[config.mk]
export PLATFORM = sky130hd
export DESIGN_NAME = mult_booth_seq
export DESIGN_NICKNAME = d
export VERILOG_FILES = /design/src/rtl/mult_booth_seq.sv
export SDC_FILE = /design/constraint.sdc
export NUM_CORES = 1
export LEC_CHECK = 0
export BUFFER_PORTS_ARGS = -buffer_cell sky130_fd_sc_hd__buf_2
export CORE_ASPECT_RATIO = 1.1
export CORE_UTILIZATION = 40
export CTS_BUF_LIST = sky130_fd_sc_hd__clkbuf_2
export DETAILED_ROUTE_END_ITERATION = 7
export PLACE_DENSITY = 0.79
export SYNTH_ARGS = -nofsm -noshare
export SYNTH_HDL_FRONTEND = slang
export SYNTH_SLANG_ARGS = --single-unit
[constraint.sdc]
create_clock -name clock -period 1.55 [get_ports clock]
set_input_delay 0.155 -clock clock [delete_from_list [all_inputs] [get_ports clock]]
set_output_delay 0.155 -clock clock [all_outputs]
set_load 0.01 [all_outputs]
[src/rtl/mult_booth_seq.sv]
// mult_booth_seq -- sequential radix-2 Booth multiplier, 32x32 -> low 32 bits.
//
// The adder is external: this block drives a carry-lookahead adder through
// add_A/add_B/add_cin/add_en and takes back its sum (add_S) and signed
// overflow flag (add_ovf). One Booth step is retired per clock; a start
// edge is followed by 32 RUN cycles and a single DONE cycle that pulses
// data_resultRDY.
//
// Ports
//   clock, reset_n          : clock, async active-low reset
//   ctrl_MULT               : start request (accepted in IDLE or DONE)
//   data_operandA/B         : multiplicand M / multiplier Q (two's complement)
//   add_A, add_B, add_cin   : adder operands / carry-in
//   add_en                  : 1 = adder returns the sum, 0 = passes add_A
//   add_S, add_ovf          : adder sum and overflow
//   data_result             : low 32 bits of the product, held until the
//                             next completion
//   data_resultRDY          : one-cycle completion pulse
//   data_exception          : product does not fit in 32 bits
//   busy                    : high while in RUN
//
// Build option: define MULT_BOOTH_OVERFLOW_EN to enable data_exception;
// without it data_exception is tied to 0.

module mult_booth_seq #(
  parameter int WIDTH = 32
) (
  input  logic             clock,
  input  logic             reset_n,
  input  logic             ctrl_MULT,
  input  logic [WIDTH-1:0] data_operandA,
  input  logic [WIDTH-1:0] data_operandB,
  output logic [WIDTH-1:0] add_A,
  output logic [WIDTH-1:0] add_B,
  output logic             add_cin,
  output logic             add_en,
  input  logic [WIDTH-1:0] add_S,
  input  logic             add_ovf,
  output logic [WIDTH-1:0] data_result,
  output logic             data_resultRDY,
  output logic             data_exception,
  output logic             busy
);

  localparam int CW = $clog2(WIDTH);

  typedef enum logic [1:0] {IDLE, RUN, DONE} state_t;

  state_t           state;
  logic [WIDTH-1:0] hi, lo, m;
  logic             q_1;
  logic [CW-1:0]    count;
  logic [WIDTH-1:0] result_q;
  logic             rdy_q, busy_q;

  logic             run;
  logic [1:0]       booth;
  logic             sub, add;
  logic             shift_sign;
  logic [WIDTH-1:0] hi_nxt, lo_nxt;

  assign run   = (state == RUN);
  assign booth = {lo[0], q_1};
  assign sub   = run && (booth == 2'b10);
  assign add   = run && (booth == 2'b01);

  assign add_A   = hi;
  assign add_B   = sub ? ~m : m;
  assign add_cin = sub;
  assign add_en  = sub | add;

  // The CLA sum is only 32 bits; when it overflows, its MSB is the wrong
  // sign, so the true sign of the 33-bit sum is the inverted MSB.
  assign shift_sign = add_S[WIDTH-1] ^ (add_ovf & add_en);
  assign hi_nxt     = {shift_sign, add_S[WIDTH-1:1]};
  assign lo_nxt     = {add_S[0], lo[WIDTH-1:1]};

  always_ff @(posedge clock or negedge reset_n) begin
    if (!reset_n) begin
      state    <= IDLE;
      hi       <= '0;
      lo       <= '0;
      m        <= '0;
      q_1      <= 1'b0;
      count    <= '0;
      result_q <= '0;
      rdy_q    <= 1'b0;
      busy_q   <= 1'b0;
    end else begin
      case (state)
        RUN: begin
          hi    <= hi_nxt;
          lo    <= lo_nxt;
          q_1   <= lo[0];
          count <= count + 1'b1;
          if (count == CW'(WIDTH-1)) begin
            state    <= DONE;
            busy_q   <= 1'b0;
            rdy_q    <= 1'b1;
            result_q <= lo_nxt;
          end
        end
        default: begin  // IDLE and DONE both accept a start
          rdy_q <= 1'b0;
          if (ctrl_MULT) begin
            state  <= RUN;
            busy_q <= 1'b1;
            m      <= data_operandA;
            hi     <= '0;
            lo     <= data_operandB;
            q_1    <= 1'b0;
            count  <= '0;
          end else begin
            state <= IDLE;
          end
        end
      endcase
    end
  end

`ifdef MULT_BOOTH_OVERFLOW_EN
  // Product fits in 32 bits iff the high word is pure sign extension of
  // the low word; evaluated on the final shifted values at the last step.
  logic exc_q;
  always_ff @(posedge clock or negedge reset_n) begin
    if (!reset_n)
      exc_q <= 1'b0;
    else if (run && count == CW'(WIDTH-1))
      exc_q <= (hi_nxt != {WIDTH{lo_nxt[WIDTH-1]}});
  end
  assign data_exception = exc_q;
`else
  assign data_exception = 1'b0;
`endif

  assign data_result    = result_q;
  assign data_resultRDY = rdy_q;
  assign busy           = busy_q;

endmodule
==> impl_metrics.env <==
export IMPL_share_of_synthesized_area_occupied_by_flip_flops_and_latches_pct=58.47
export IMPL_final_util_pct=65.49
export IMPL_hold_viol=0
export IMPL_drc=0
export IMPL_start_kind="register"
export IMPL_status="complete, but fails checks"
export IMPL_finalNetCount=961
export IMPL_drt_pre_antenna_iters=4
export IMPL_multiInputGateArea_mm2=0.002501
export IMPL_total_of_flip_flops_plus_latches_after_synthesis=137
export IMPL_route_vias_total=5146
export IMPL_path_class="reg2out"
export IMPL_die_height_um=129.0
export IMPL_syn_inst=495
export IMPL_achievable_frequency_mhz=441.7
export IMPL_path_category_of_the_worst_min_delay_check="in2reg"
export IMPL_hpwl_um=9479
export IMPL_min_period_ns=2.264
export IMPL_synth_area_leaders="sky130_fd_sc_hd__dfrtp_1 58%, sky130_fd_sc_hd__mux2_2 12%, sky130_fd_sc_hd__nand2_1 6.5%, sky130_fd_sc_hd__o21ai_0 5.7%, sky130_fd_sc_hd__mux2i_1 5.6%"
export IMPL_timing_max_cap_violations=0
export IMPL_placementRows=46
export IMPL_violations="negative setup slack"
export IMPL_timing_hold_ws_ns=0.2286
export IMPL_grt_pass1_vias=5325
export IMPL_gpl_final_weighted_congestion=0.7667
export IMPL_htree_num_levels=4
export IMPL_nFillCells=1038
export IMPL_quantity_of_i_o_buffers_inserted_on_ports=199
export IMPL_initial_antenna_violation_count=0
export IMPL_dpl_instance_area_mm2=0.007345
export IMPL_globalRouteTotalUtil_pct=22.89
export IMPL_synthesis_nets=597
export IMPL_tritoncts_clock_tree="yes"
export IMPL_total_leakage_power_nw=4.919
export IMPL_yosys_warnings=0
export IMPL_place_ws_ns=-0.09090
export IMPL_pin_count_of_the_biggest_net_entering_global_routing=65
export IMPL_cts_num_sinks=137
export IMPL_cp_required_ns=1.39
export IMPL_die_width_um=117.4
export IMPL_fin_total_pwr_mw=16.34
export IMPL_clk_path_buf_depth=2
export IMPL_cts_root_buf="sky130_fd_sc_hd__clkbuf_2"
export IMPL_timing_critical_path_to_type="primary output"
export IMPL_synth_area_mm2=0.005863
export IMPL_finish_instance_area_mm2=0.009423
export IMPL_drt_iter0_markers=232
export IMPL_synth_lib_cells_used_distinct=28
export IMPL_synth_top_area_cell="sky130_fd_sc_hd__dfrtp_1"
export IMPL_clk_insertion_delay_late_ns=0.65
export IMPL_detail_route_antenna_nets=0
export IMPL_timing_critical_path_fanout_max=8
export IMPL_area_growth_synth_to_final_pct=60.71
export IMPL_dpl_cell_count=877
export IMPL_wl_per_cell_um=17.03
export IMPL_placeableCoreArea_mm2=0.01439
export IMPL_die_area_mm2=0.01515
export IMPL_synth_area_per_cell_um2=11.84
export IMPL_insertedDiodeCount=0
export IMPL_grt_pass1_wl_um=26840
export IMPL_setup_violations_final=66
export IMPL_grt_overflow=0
export IMPL_power_ir_vdd_worst_mv=0.9041
export IMPL_maxSlewViolCount=0
export IMPL_most_common_library_cell_in_the_layout_ignoring_fill_and_taps="sky130_fd_sc_hd__buf_2"
export IMPL_synth_top_cell_area_share_pct=58.47
export IMPL_postRouteWirelength_um=18120
export IMPL_pwr_density_cell_mw_per_mm2=1734
export IMPL_final_non_filler_cell_total=1064
export IMPL_final_min_period_over_clock_period_pct=146.1
export IMPL_critPathArrivalTime_ns=2.11
export IMPL_setup_total_negative_slack_ns=-24.16
export IMPL_seqCellArea_mm2=0.003430
export IMPL_vias_per_inst=4.836
export IMPL_drive_gt1_share_pct=43.12
export IMPL_floorplan_initialDensity_pct=40.75
export IMPL_clkSlewWorstSetupHoldPaths_ns=0.20
export IMPL_clock_buffers_created_by_tritoncts=17
export IMPL_grt_setup_unrepaired="yes"
export IMPL_final_setup_skew_ns=0.01836
export IMPL_top_level_ports=201
export IMPL_finalWorstSetupSlack_ns=-0.7140
export IMPL_layout_cells_most_common_list="195 x sky130_fd_sc_hd__buf_2, 136 x sky130_fd_sc_hd__dfrtp_1, 118 x sky130_fd_sc_hd__dlygate4sd3_1"
==> routing by layer <==
| metal | routed length, µm | up-vias | GRT usage (%) |
|---|---|---|---|
| met5 | 0 | - | 0 |
| met1 | 7223 | 2516 | 25.69 |
| met4 | 371 | 0 | 8.174 |
| li1 | - | 2382 | - |
| met3 | 1050 | 28 | 7.358 |
| met2 | 9477 | 220 | 40.97 |
==> worst max-delay path, cell delays in order (launching register included) <==
cell	delay (ns)
sky130_fd_sc_hd__dfrtp_1	0.42
sky130_fd_sc_hd__nand2b_4	0.16
sky130_fd_sc_hd__nor3b_4	0.17
sky130_fd_sc_hd__buf_6	0.13
sky130_fd_sc_hd__buf_6	0.12
sky130_fd_sc_hd__clkbuf_16	0.17
sky130_fd_sc_hd__xor2_2	0.15
sky130_fd_sc_hd__buf_2	0.15
==> repair_timing <==
action                                  CTS  global route
gates cloned                              6             7
setup buffers                            13            19
hold buffers                            118             0
endpoints found under the setup margin   67           136
hold endpoints to repair                236             0
pin swaps                                 8            16
gates resized for setup                  25            37
==> registers in the layout, summed over array words and instances, names as in the netlist <==
| signal | flops |
|---|---|
| q_1 | 1 |
| count | 5 |
| state | 2 |
| lo | 32 |
| data_result | 32 |
| m | 32 |
| busy | 1 |
| add_A | 32 |
==> layout make-up <==
type	count	share of cell area (%)
multi-input combinational	322	26.54
clock inverter	14	1.394
sequential	137	36.40
tap	192	2.549
inverter	2	0.07967
timing repair buffer	379	32.08
clock buffer	18	0.9560
==> report_power, final <==
group          total, mW  internal [mW]  switching, mW
registers           6.16           5.03           1.13
logic               8.15           4.40           3.76
clock network       2.03          0.722           1.31
==> logic make-up (layout without fill, tap and decap cells) <==
logic type	Yosys count	in the layout	synth area share (%)
buffers and inverters	36	413	3.649
adders and majority gates	2	2	0.4267
xor gates and xnor gates	34	34	5.079
muxes	98	98	18.12
DFF	137	137	58.47
AOI/OAI and AO/OA	71	71	6.189
other	1	1	0.06396
and+or+nand+nor	116	116	8.003
==> synth_stat cells <==
cell type / n
sky130_fd_sc_hd__xnor2_1: 2
sky130_fd_sc_hd__nand2b_1: 1
sky130_fd_sc_hd__dfrtp_1: 137
sky130_fd_sc_hd__o21ai_0: 67
sky130_fd_sc_hd__inv_1: 1
sky130_fd_sc_hd__o211ai_1: 1
sky130_fd_sc_hd__a31oi_1: 1
sky130_fd_sc_hd__nor4bb_1: 1
sky130_fd_sc_hd__and2b_1: 1
sky130_fd_sc_hd__a22o_1: 1
sky130_fd_sc_hd__nor3b_2: 1
sky130_fd_sc_hd__nor2_1: 4
sky130_fd_sc_hd__nand2_1: 102
sky130_fd_sc_hd__ha_1: 2
sky130_fd_sc_hd__conb_1: 1
sky130_fd_sc_hd__mux2_2: 65
sky130_fd_sc_hd__buf_4: 6
sky130_fd_sc_hd__clkbuf_1: 13
sky130_fd_sc_hd__xor2_1: 32
sky130_fd_sc_hd__mux2i_1: 33
sky130_fd_sc_hd__nand3b_1: 1
sky130_fd_sc_hd__clkinv_1: 1
sky130_fd_sc_hd__buf_6: 6
sky130_fd_sc_hd__nand2_2: 1
sky130_fd_sc_hd__a21oi_1: 1
sky130_fd_sc_hd__nand3_1: 3
sky130_fd_sc_hd__buf_2: 9
sky130_fd_sc_hd__and3_1: 1
==> worst paths after layout <==
check / end / slack (ns) / start / cells after the start
worst min-delay path: add_A[20] / 0.23 / add_S[21] / 4
worst max-delay path: add_B[15] / -0.71 / state[1] / 7
worst min register to register: lo[10] / 0.53 / lo[11] / 2
min in group asynchronous: m[31] / 0.52 / reset_n / 3
worst max register to register: data_result[5] / -0.07 / count[1] / 6
max in group asynchronous: m[11] / 0.41 / reset_n / 4
Note: power is estimated with default switching activity, not from simulation.
